==> config.mk <==
export PLATFORM = sky130hd
export DESIGN_NAME = pipes_list
export DESIGN_NICKNAME = d
export VERILOG_FILES = /design/src/rtl/pipes_list.sv
export SDC_FILE = /design/constraint.sdc
export NUM_CORES = 1
export LEC_CHECK = 0
export BUFFER_PORTS_ARGS = -buffer_cell sky130_fd_sc_hd__buf_2
export CELL_PAD_IN_SITES_DETAIL_PLACEMENT = 0
export CELL_PAD_IN_SITES_GLOBAL_PLACEMENT = 1
export CORE_MARGIN = 4
export CORE_UTILIZATION = 47
export DETAILED_ROUTE_END_ITERATION = 10
export GPL_TIMING_DRIVEN = 0
export PLACE_DENSITY = 0.83
export SETUP_SLACK_MARGIN = 0.4
export SLEW_MARGIN = 30
export SYNTH_ARGS = -nofsm -noshare
export SYNTH_HDL_FRONTEND = slang
export SYNTH_SLANG_ARGS = --single-unit
export TNS_END_PERCENT = 1
==> constraint.sdc <==
create_clock -name clk -period 2.59 [get_ports clk]
set_clock_uncertainty 0.2 [all_clocks]
set_input_delay 0.3885 -clock clk [delete_from_list [all_inputs] [get_ports clk]]
set_output_delay 0.3885 -clock clk [all_outputs]
set_load 0.01 [all_outputs]
==> src/rtl/pipes_list.sv <==
// pipes_list: ordered, compacting list of pipe records with a one-entry-per-clock
// rewrite/remove iteration pass for the obstacle manager.
package pipes_pkg;
   typedef struct packed {
      logic [9:0] x;
      logic [5:0] gap_y;
   } pipe_t;
endpackage

module pipes_list #(
   parameter int CAPACITY = 16
) (
   input  logic              clk,
   input  logic              rst,
   input  logic              ce,
   output logic [4:0]        count,
   input  logic              insert_en,
   input  pipes_pkg::pipe_t  insert_data,
   input  logic              iter_start,
   output logic              iter_done,
   input  pipes_pkg::pipe_t  iter_in,
   output pipes_pkg::pipe_t  iter_out,
   input  logic              iter_remove
);
   import pipes_pkg::*;
   localparam int AW = (CAPACITY > 1) ? $clog2(CAPACITY) : 1;
   typedef enum logic {IDLE, ITER} state_t;
   state_t     r_state, w_next;
   pipe_t      r_mem [CAPACITY];
   logic [4:0] r_count, r_rd, r_wr;
   logic       w_ins, w_last;
   logic [4:0] w_count_ins;
   assign w_ins       = (r_state == IDLE) && insert_en && (r_count != 5'(CAPACITY));
   assign w_count_ins = r_count + (w_ins ? 5'd1 : 5'd0);
   assign w_last      = (r_rd == r_count - 5'd1);
   always_ff @(posedge clk) begin
      if (rst)
         r_state <= IDLE;
      else if (ce)
         r_state <= w_next;
   end
   always_comb begin
      w_next = r_state;
      if (r_state == IDLE)
         w_next = (iter_start && w_count_ins != 5'd0) ? ITER : IDLE;
      else
         w_next = w_last ? IDLE : ITER;
   end
   always_comb begin
      iter_done = (r_state == IDLE);
      iter_out  = r_mem[(r_state == ITER) ? r_rd[AW-1:0] : '0];
   end
   always_ff @(posedge clk) begin
      if (rst) begin
         r_count <= 5'd0;
         r_rd    <= 5'd0;
         r_wr    <= 5'd0;
      end else if (ce) begin
         if (r_state == IDLE) begin
            r_count <= w_count_ins;
            if (iter_start) begin
               r_rd <= 5'd0;
               r_wr <= 5'd0;
            end
         end else begin
            r_rd <= r_rd + 5'd1;
            if (!iter_remove)
               r_wr <= r_wr + 5'd1;
            // final wr after this entry becomes the compacted length
            if (w_last)
               r_count <= iter_remove ? r_wr : r_wr + 5'd1;
         end
      end
   end
   always_ff @(posedge clk) begin
      if (!rst && ce) begin
         if (w_ins)
            r_mem[r_count[AW-1:0]] <= insert_data;
         else if (r_state == ITER && !iter_remove)
            r_mem[r_wr[AW-1:0]] <= iter_in;
      end
   end
   assign count = r_count;
endmodule

==> summary.md, run 1 <==
| Metric | Value |
|---|---|
| Clock buffer depth | 3 |
| Grt ovf | 0 |
| Synth unique cells | 48 |
| Ratio of cells with drive above 1 in the final layout | 35.3% |
| Crit Path Class | reg -> out |
| Register area share after synthesis | 71.0% |
| Max_cap viols | 0 |
| Crit Path Max Fanout | 6 |
| CP top delay family | multiplexers |
| Clock latency on the worst-skew pair | 0.53 ns |
| Detailed placer's ending HPWL | 16900 um |
| Crit path cell chain | buf_12 > buf_12 > buf_16 > mux4_2 > mux2i_4 > o21ai_2 > buf_2 |
| Commonest non-fill, non-tap cell in the layout | edfxtp_1 |
| Port Buffers | 57 |
| Dpl ws | -0.553 ns |
| Cts hold-fix bufs | 0 |
| Ys flop type | edfxtp_1 |
| Synth top area share | between 60 and 70% |
| Most frequent cells in the layout | edfxtp_1 (256), buf_2 (61), mux2i_1 (42) |
| Crit path required time | 2.00 ns |
| DR iter-0 viols | 654 |
| CP arrival | approximately 2.4 ns |
| Synth top area cells | edfxtp_1 (68%), mux2i_1 (4.9%), a221oi_1 (3.7%) |
| Tcrit/Tclk final | 113% |
| Die area | 0.0265 mm2 |
| Seq cells post-synth | approximately 270 |
| Worst path most repeated cell | buf_12 |
| CTS clk-pin slew, worst paths | 0.06 ns |
| Root Buffer | clkbuf_16 |
| Post-Syn Area per Cell | 15.8 um2 |
| Ant diodes | 0 |
| Period minus WS final | between 2 and 3 ns |
| Initial antenna violation count | 0 |
| P&R area growth vs syn | 23.2% |
| VDD IR max | 0.000588 V |
| Final Max Tran Viols | 0 |
| Dominant cell type by area after synthesis | edfxtp_1 |
| Final #Nets | 854 |
| Headroom to the max-slew limit | 36.2% |
| Leak | 4.50 nW |
| RSZ-0062 raised after global routing | true |
| # clock sinks | between 200 and 300 |
| Drt wl/cell | 23.6 um |
| CP endpoint kind | primary output |
| Syn Std Cell Area | 0.0113 mm2 |
| Gate Count Post-Synth | ~700 |
| Final cell utilization of the core | 59.0% |
| Post-synth ARST share | 0% |
| Ports | 60 |
| Vias in the first global route | 6798 |
| Critical Path Max Stage Delay | 0.55 ns |
| Num CTS Buffers | 28 |
| H-Tree Level Count | 1 |
| DR vias | 6833 |
| Final setup viols | 241 |
| Core area | 0.0235 mm2 |
| CTS tree | done |
| Site Rows | 56 |
| Final GP Congestion | approximately 0.82 |
| Yosys warnings | 0 |
| Max Freq | between 300 and 400 MHz |
| Remaining antenna violation count | 0 |
| DR pass1 iterations | 5 |
| Worst path bufs/invs | 4 |
| Total power | approximately 9 mW |
| Status | finished with violations |
| Endpoints failing hold | 0 |
| First-pass GRT wire length | 41000 um |
| Crit path launch type | flip-flop |
| Largest net degree at the start of global routing | 17 |
| Final wirelength | 27100 um |
| Post-DR vias/cell | approximately 6 |
| Post-synth EDFFs | between 200 and 300 |
| Violated checks | negative setup slack |
| Syn Nets | 757 |
| Worst Hold Class | in -> reg |
| DIE HEIGHT | 163 um |
| Critical path's slowest cell | mux4_2 |
| Initial core utilization | 47.9% |
| Die X | 163 um |
| Post-route cell area | 0.0139 mm2 |
| GRT Total Usage | about a fifth |
| Worst setup margin | -0.348 ns |
| # DRC | 0 |
| PwrDens | 660 mW/mm2 |
| Placed instance area | 0.0122 mm2 |
| Slew @ Worst Pin | 0.952 ns |
layout make-up:
| cell class | instances | area [um2] |
|---|---|---|
| Sequential cell | 272 | 8020 |
| Timing Repair Buffer | 67 | 445 |
| Tap cell | 319 | 399 |
| Fill cell | 1786 | 9660 |
| Clock buffer | 32 | 737 |
| Clock inverter | 18 | 108 |
| Multi-Input combinational cell | 388 | 3730 |
| Inverter | 7 | 28.8 |
| Buffer | 47 | 417 |
metal layers:
metal / global-route usage (%) / vias up / share of wire (%)
met3: 3.01 / 36 / 5.5
met5: 0 / - / 0
met1: 28.6 / 3519 / 42
met2: 34.0 / 235 / 51
li1: - / 3043 / -
met4: 4.54 / 0 / 1.6
power breakdown:
group          switching [mW]  internal [mW]  leakage, nW
logic                   0.364          0.219         1.66
clock network            1.59           2.12        0.413
registers              0.0237           4.84         2.44
total                    1.98           7.18         4.50
cells by family (layout without fill, tap and decap cells):
family	Yosys count	count (layout)	synth area share (%)
xor gates and xnor gates	13	13	1.13
DFF	272	272	71.0
adders and majority gates	5	5	0.555
AOI/OAI and AO/OA	163	163	9.59
muxes	103	103	11.3
buffers and inverters	54	171	1.99
and+or+nand+nor	104	104	4.43
worst min-delay path: stages:
cell      delay (ns)
buf_2           0.12
nand2_4         0.14
a211oi_1        0.09
repair_timing:
item	in CTS	in global routing
cloned	1	0
endpoints found under the setup margin	533	438
setup buffers	9	0
gates resized for setup	161	46
pin swaps	18	17
final timing paths:
kind / start / to / slack, ns / cells after the start
min reg2reg: r_rd[4] / r_rd[4] / 0.34 / 2
min: ce / r_rd[0] / 0.05 / 3
max reg2reg: count[1] / r_mem[10][9] / -0.18 / 7
max: r_rd[1] / iter_out[5] / -0.35 / 7
state kept, by name, summed over array words and instances (netlist names):
signal	cells
r_mem	256
count	5
r_rd	5
r_wr	5
r_state	1
per-stage QoR:
stage	cells	setup TNS (ns)	hold WS, ns
2_1_floorplan	714	0	0.300
4_1_cts	1150	-27.97	0.102
3_5_place_dp	1090	-120.28	0.332
3_3_place_gp	1090	-120.55	0.320
5_1_grt	1150	-46.03	0.0796
6_report	1150	-26.59	0.0542
synthesized netlist by cell type (all sizes together) (3+ instances only):
library cell	n
nor3b	3
nand2	29
a21oi	43
inv	7
nand3	6
mux2	32
mux4	16
nor2b	3
clkbuf	32
ha	5
nor3	6
edfxtp	256
mux2i	55
nand4b	3
xnor2	7
nand2b	8
a221oi	48
nor2	38
o21ai	51
dfxtp	16
xor2	5
buf	15
a31oi	4
(Power assumes the default switching activity.)
==> inputs of run 2 (changes only) <==
Settings changed: ABC_AREA set to 1, ABC_CLOCK_PERIOD_IN_PS set to 2590, CORE_UTILIZATION 47 to 45.
==> summary.md, run 2 <==
| Metric | Value |
|---|---|
| Status | finished with violations (unchanged) |
| Violated checks | negative setup slack (unchanged) |
| Finished Layout Cells | 1426 (was 1150) |
| Ports | 60 (unchanged) |
| PwrDens | 652 mW/mm2 (was 660 mW/mm2) |
| Max Freq | 355 MHz (was 340 MHz) |
| Headroom to the max-slew limit | 57.5% (was 36.2%) |
| Internal power | 7.26 mW (was 7.18 mW) |
| Drt wl/cell | 21.5 um (was 23.6 um) |
| P&R area growth vs syn | 24.5% (was 23.2%) |
| DR pass1 iterations | 5 (unchanged) |
| Register area share after synthesis | 69.9% (was 71.0%) |
| Post-DR vias/cell | 5.66 (was 5.94) |
| Worst Hold Class | in -> reg (unchanged) |
| Max_cap viols | 0 (unchanged) |
| Synth top area cells | edfxtp_1 (67%), nor2_1 (9.0%), o311ai_1 (3.4%) (was edfxtp_1 (68%), mux2i_1 (4.9%), a221oi_1 (3.7%)) |
| CP arrival | 2.23 ns (was 2.35 ns) |
| Worst path most repeated cell | buf_12 (unchanged) |
| Post-synth EDFFs | 256 (unchanged) |
| Detailed placer's ending HPWL | 19300 um (was 16900 um) |
| Dominant cell type by area after synthesis | edfxtp_1 (unchanged) |
| Tcrit/Tclk final | 109% (was 113%) |
| Crit path launch type | flip-flop (unchanged) |
| Final #Nets | 1120 (was 854) |
| First-pass GRT wire length | 45400 um (was 41000 um) |
| Site Rows | 58 (was 56) |
| Grt ovf | 0 (unchanged) |
| Ys flop type | edfxtp_1 (unchanged) |
| Num CTS Buffers | 27 (was 28) |
| Most frequent cell after synthesis | nor2_1 (was edfxtp_1) |
| Seq cells post-synth | 272 (unchanged) |
| Final GP Congestion | 0.824 (was 0.821) |
| Placed insts | 1367 (was 1090) |
| RSZ-0062 raised after global routing | true (unchanged) |
| # clock sinks | 272 (unchanged) |
| Max reg flops | 256 (unchanged) |
| Initial antenna violation count | 0 (unchanged) |
| Clock latency on the worst-skew pair | 0.53 ns (about the same) |
| Post-synth ARST share | 0% (unchanged) |
| Clock Power Share | 40.9% (was 40.5%) |
| Die area | 0.0281 mm2 (was 0.0265 mm2) |
| Largest net degree at the start of global routing | 17 (unchanged) |
| Post-Syn Area per Cell | 11.7 um2 (was 15.8 um2) |
| Commonest non-fill, non-tap cell in the layout | edfxtp_1 (unchanged) |
| CP top delay family | buffers and inverters (was multiplexers) |
| Worst setup margin | -0.225 ns (was -0.348 ns) |
| Seq pwr share | 52.5% (was 53.1%) |
| Sw Share | 22.0% (was 21.6%) |
| CTS tree | done (unchanged) |
| Synth top area share | 67.1% (was 68.2%) |
| H-Tree Level Count | 1 (unchanged) |
| Syn Nets | 1021 (was 757) |
| Most frequent cells in the layout | edfxtp_1 (256), nor2_1 (252), nand2_1 (58) (was edfxtp_1 (256), buf_2 (61), mux2i_1 (42)) |
| Worst path bufs/invs | 4 (unchanged) |
| Period minus WS final | 2.81 ns (was 2.94 ns) |
| Ratio of cells with drive above 1 in the final layout | 27.3% (was 35.3%) |
| Initial core utilization | 45.6% (was 47.9%) |
| Commonest cells post-synth | nor2_1 (276), edfxtp_1 (256), nand2_1 (72) (was edfxtp_1 (256), mux2i_1 (55), a221oi_1 (48)) |
| Fill count | 2084 (was 1786) |
| DR iter-0 viols | 760 (was 654) |
| Leak | 4.87 nW (was 4.50 nW) |
| Yosys warnings | 0 (unchanged) |
| Core area | 0.0251 mm2 (was 0.0235 mm2) |
| DIE HEIGHT | 168 um (was 163 um) |
| Critical path's slowest cell | dfxtp_4 (was mux4_2) |
| Synth unique cells | 32 (was 48) |
| Crit Path Max Fanout | 6 (unchanged) |
| Endpoints failing hold | 0 (unchanged) |
| DR vias | 8069 (was 6833) |
| # DRC | 0 (unchanged) |
| CP endpoint kind | primary output (unchanged) |
| Critical Path Max Stage Delay | 0.43 ns (was 0.55 ns) |
| Remaining antenna violation count | 0 (unchanged) |
| GRT Total Usage | 21.0% (was 20.3%) |
| Crit path required time | 2.00 ns (about the same) |
| Net Switching | 2.04 mW (was 1.98 mW) |
| Gate Count Post-Synth | 978 (was 714) |
| Dpl ws | -0.329 ns (was -0.553 ns) |
| Final setup viols | 76 (was 241) |
| Final Max Tran Viols | 0 (unchanged) |
| Final wirelength | 30700 um (was 27100 um) |
| Ant diodes | 0 (unchanged) |
| Crit path cell chain | nand2_8 > inv_8 > buf_12 > buf_12 > nor2_2 > o311ai_2 > nand3_2 > nand2_2 > buf_6 (was buf_12 > buf_12 > buf_16 > mux4_2 > mux2i_4 > o21ai_2 > buf_2) |
| Slew @ Worst Pin | 0.636 ns (was 0.952 ns) |
| Syn Std Cell Area | 0.0115 mm2 (was 0.0113 mm2) |
| VDD IR max | 0.000345 V (was 0.000588 V) |
| Clock buffer depth | 3 (unchanged) |
| Logic pwr share | 6.6% (was 6.4%) |
| Port Buffers | 59 (was 57) |
| Root Buffer | clkbuf_16 (unchanged) |
| Die X | 168 um (was 163 um) |
| CTS clk-pin slew, worst paths | 0.06 ns (about the same) |
| Crit Path Class | reg -> out (unchanged) |
| Vias in the first global route | 7746 (was 6798) |
-- run 2: per-stage QoR --
step | TNS [ns] | utilization (%) | power [mW] | hold slack, ns | cell area [um2]
floorplan | 0 | - | 5.30 | 0.271 | 11700
global placement | -64.33 | 49.3 | 5.49 | 0.284 | 12400
detailed placement | -70.57 | 49.3 | 5.50 | 0.295 | 12400
CTS | -3.54 | 55.7 | 9.29 | 0.00636 | 14000
global route | -36.47 | 56.8 | 9.57 | 0.0443 | 14300
finish | -3.57 | 56.8 | 9.30 | 0.0193 | 14300
-- run 2: final cells by class --
cell class / count / area [um2] / share of cell area [%]
multi-input combinational: 607 / 3740 / 26.2
clock inverter: 19 / 166 / 1.17
tap: 330 / 413 / 2.89
inverter: 42 / 174 / 1.22
buffer: 57 / 558 / 3.91
timing repair buffer: 70 / 507 / 3.55
sequential: 272 / 8020 / 56.2
clock buffer: 29 / 683 / 4.79
-- run 2: cells by family (layout without fill, tap and decap cells) --
logic type	count (synthesis)	after routing	synth area share [%]
compound gates	163	163	9.38
mux	16	16	1.57
fa+ha+maj	5	5	0.546
xor+xnor	3	3	0.229
flops	272	272	69.9
simple gates	420	420	14.7
buf+inv	99	217	3.72
-- run 2: routing by layer --
| metal | wire length (um) | vias to the layer above | track usage (%) |
|---|---|---|---|
| met1 | 12600 | 3952 | 28.1 |
| li1 | - | 3728 | - |
| met5 | 0 | - | 0 |
| met2 | 15300 | 333 | 35.7 |
| met4 | 663 | 0 | 6.00 |
| met3 | 2170 | 56 | 3.40 |
-- run 2: worst paths after layout --
kind	start	endpoint	slack [ns]	depth (start not counted)
hold / removal	iter_remove	r_wr[1]	0.02	3
setup reg to reg	r_state	r_mem[2][3]	-0.04	6
setup / recovery	r_state	iter_out[2]	-0.22	9
hold reg to reg	r_wr[4]	r_wr[4]	0.31	2
-- run 2: power groups by stage --
stage	sequential [mW]	combinational [mW]	clock, mW
final	4.88	0.613	3.81
after global routing	4.88	0.671	4.01
after CTS	4.88	0.589	3.82
after detailed placement	4.97	0.528	0
after global placement	4.97	0.519	0
after floorplan	4.97	0.339	0
-- run 2: worst register-to-register path: cells and delay by family, from the launching register on --
family / cells / cell delay, ns
compound gates: 1 / 0.48
buf+inv: 1 / 0.07
simple gates: 4 / 1.08
flops: 1 / 0.43
-- run 2: repair_timing --
| action | CTS | global route |
|---|---|---|
| hold buffers | 1 | 0 |
| setup buffers | 6 | 1 |
| cloned | 3 | 0 |
| pin swaps | 37 | 28 |
| setup endpoints to repair | 275 | 278 |
| endpoints found under the hold margin | 2 | 0 |
| gates resized for setup | 183 | 74 |
==> inputs of run 3 (changes only) <==
Settings changed: SETUP_SLACK_MARGIN 0.4 to 0.05.
==> summary.md, run 3 (same netlist as run 2, synthesis figures left out) <==
| Metric | Value |
|---|---|
| Period minus WS final | 2.89 ns (was 2.81 ns) |
| # DRC | 0 (unchanged) |
| Final setup viols | 16 (was 76) |
| Largest net degree at the start of global routing | 17 (unchanged) |
| PwrDens | 640 mW/mm2 (was 652 mW/mm2) |
| Slew @ Worst Pin | 0.437 ns (was 0.636 ns) |
| Hold WS | 0.0304 ns (was 0.0193 ns) |
| Detailed placer's ending HPWL | 20300 um (was 19300 um) |
| First-pass GRT wire length | 49300 um (was 45400 um) |
| Max Freq | 346 MHz (was 355 MHz) |
| Clock latency on the worst-skew pair | 0.53 ns (about the same) |
| Post-DR vias/cell | 5.77 (was 5.66) |
| Port Buffers | 59 (unchanged) |
| Most frequent cells in the layout | edfxtp_1 (256), nor2_1 (254), nand2_1 (67) (was edfxtp_1 (256), nor2_1 (252), nand2_1 (58)) |
| Die X | 168 um (unchanged) |
| Drt wl/cell | 22.6 um (was 21.5 um) |
| RR Endpoint | r_mem[3][3] (was r_mem[2][3]) |
| GRT Total Usage | 22.9% (was 21.0%) |
| Post-route cell area | 0.0144 mm2 (was 0.0143 mm2) |
| Worst Hold Class | in -> reg (unchanged) |
| VDD IR max | 0.000511 V (was 0.000345 V) |
| Final GP Congestion | 0.846 (was 0.824) |
| Remaining antenna violation count | 0 (unchanged) |
| Leak | 5.02 nW (was 4.87 nW) |
| Violated checks | negative setup slack (unchanged) |
| Worst setup path start | r_state (unchanged) |
| CTS tree | done (unchanged) |
| DR iter-0 viols | 890 (was 760) |
| Critical Path Max Stage Delay | 0.37 ns (was 0.43 ns) |
| Ratio of cells with drive above 1 in the final layout | 27.0% (was 27.3%) |
| R2r setup slk | 0.09 ns (was -0.04 ns) |
| Final Max Tran Viols | 0 (unchanged) |
| Final #Nets | 1151 (was 1120) |
| Crit path launch type | flip-flop (unchanged) |
| Final wirelength | 33000 um (was 30700 um) |
| Ports | 60 (unchanged) |
| DIE HEIGHT | 168 um (unchanged) |
| CP arrival | 2.31 ns (was 2.23 ns) |
| Max reg flops | 256 (unchanged) |
| DR vias | 8414 (was 8069) |
| Worst setup path endpoint | iter_out[5] (was iter_out[2]) |
| Initial antenna violation count | 1 (was 0) |
| P&R area growth vs syn | 25.8% (was 24.5%) |
| Initial core utilization | 45.6% (unchanged) |
| Critical path's slowest cell | dfxtp_4 (unchanged) |
| Root Buffer | clkbuf_16 (unchanged) |
| Num CTS Buffers | 28 (was 27) |
| DR pass1 iterations | 7 (was 5) |
| # clock sinks | 272 (unchanged) |
| Tcrit/Tclk final | 112% (was 109%) |
| Worst setup margin | -0.304 ns (was -0.225 ns) |
| Vias in the first global route | 8392 (was 7746) |
| CP endpoint kind | primary output (unchanged) |
| Crit Path Class | reg -> out (unchanged) |
| R2r worst-path depth | 10 (was 6) |
| RSZ-0062 raised after global routing | true (unchanged) |
| Crit path cell chain | nand2_4 > inv_2 > buf_6 > buf_8 > o311ai_4 > nand3_2 > nand2_1 > buf_2 (was nand2_8 > inv_8 > buf_12 > buf_12 > nor2_2 > o311ai_2 > nand3_2 > nand2_2 > buf_6) |
| Placed instance area | 0.0124 mm2 (about the same) |
| Crit Path Max Fanout | 10 (was 6) |
| Status | finished with violations (unchanged) |
| Clock buffer depth | 3 (unchanged) |
| H-Tree Level Count | 1 (unchanged) |
| Endpoints failing hold | 0 (unchanged) |
| Headroom to the max-slew limit | 70.8% (was 57.5%) |
| Grt ovf | 0 (unchanged) |
| Core area | 0.0251 mm2 (unchanged) |
| Max_cap viols | 0 (unchanged) |
| Fill count | 1983 (was 2084) |
| CTS clk-pin slew, worst paths | 0.06 ns (about the same) |
| Site Rows | 58 (unchanged) |
| Worst r2r src | r_state (unchanged) |
| Commonest non-fill, non-tap cell in the layout | edfxtp_1 (unchanged) |
| Crit path required time | 2.00 ns (about the same) |
| Die area | 0.0281 mm2 (unchanged) |
run 3: cell types whose count changed in the layout (fill, tap and decap cells not counted), sizes merged:
cell	previous run	this run
buf	101	135
clkinv	17	6
clkbuf	54	64
bufinv	3	1
clkinvlp	1	2
diode	0	1
inv	40	39
run 3: worst min-delay path by stage:
stage | endpoint | from | depth (start not counted)
floorplan | r_wr[4] | r_wr[4] | 2
global placement | r_wr[4] | r_wr[4] | 2
detailed placement | r_wr[4] | r_wr[4] | 2
CTS | r_wr[1] | iter_remove | 3
global route | count[4] | ce | 4
finish | r_wr[1] | iter_remove | 3
run 3: final cells by class:
cell class                      instances  area [um2]  area share (%)
Clock inverter                          6        55.1           0.382
Tap cell                              330         413            2.86
Clock buffer                           43         788            5.47
Multi-Input combinational cell        607        3680            25.5
Buffer                                 55         454            3.15
Antenna cell                            1        2.50          0.0174
Timing Repair Buffer                  102         850            5.89
Inverter                               42         164            1.14
Sequential cell                       272        8020            55.6
run 3: stage by stage:
stage          util, %  setup slack (ns)  setup TNS, ns  power, mW  std cells
3_3_place_gp      48.5             -1.09        -247.09       5.46       1367
3_5_place_dp      49.3            -0.507         -93.24       5.48       1377
4_1_cts           57.1            -0.189          -3.32       9.23       1458
2_1_floorplan        -           -0.0768         -19.66       5.27        978
6_report          57.4            -0.304          -3.17       9.24       1458
5_1_grt           57.4            -0.308          -4.42       9.52       1457
run 3: timing repair:
| item | CTS | global route |
|---|---|---|
| endpoints found under the hold margin | 2 | 0 |
| hold buffers | 1 | 0 |
| setup endpoints to repair | 274 | 274 |
| cloned | 1 | 0 |
| buffers inserted | 30 | 1 |
| pin swaps | 45 | 12 |
| resized for setup | 201 | 27 |
run 3: where the power goes:
| part | switching (mW) | total [mW] | internal [mW] |
|---|---|---|---|
| Clock | 1.58 | 3.76 | 2.18 |
| Sequential | 0.0228 | 4.88 | 4.86 |
| Combinational | 0.401 | 0.600 | 0.199 |
run 3: critical path: cells and delay by family, from the launching register on:
kind	cells	cell delay, ns
buf+inv	4	0.53
simple gates	3	0.50
flops	1	0.37
compound gates	1	0.36
run 3: routing by layer:
metal,vias up,GRT usage [%],share of wire (%)
met3,96,3.31,7.7
met5,-,0,0.039
met2,405,38.1,49
met1,4119,30.2,39
li1,3792,-,-
met4,2,9.53,4.3
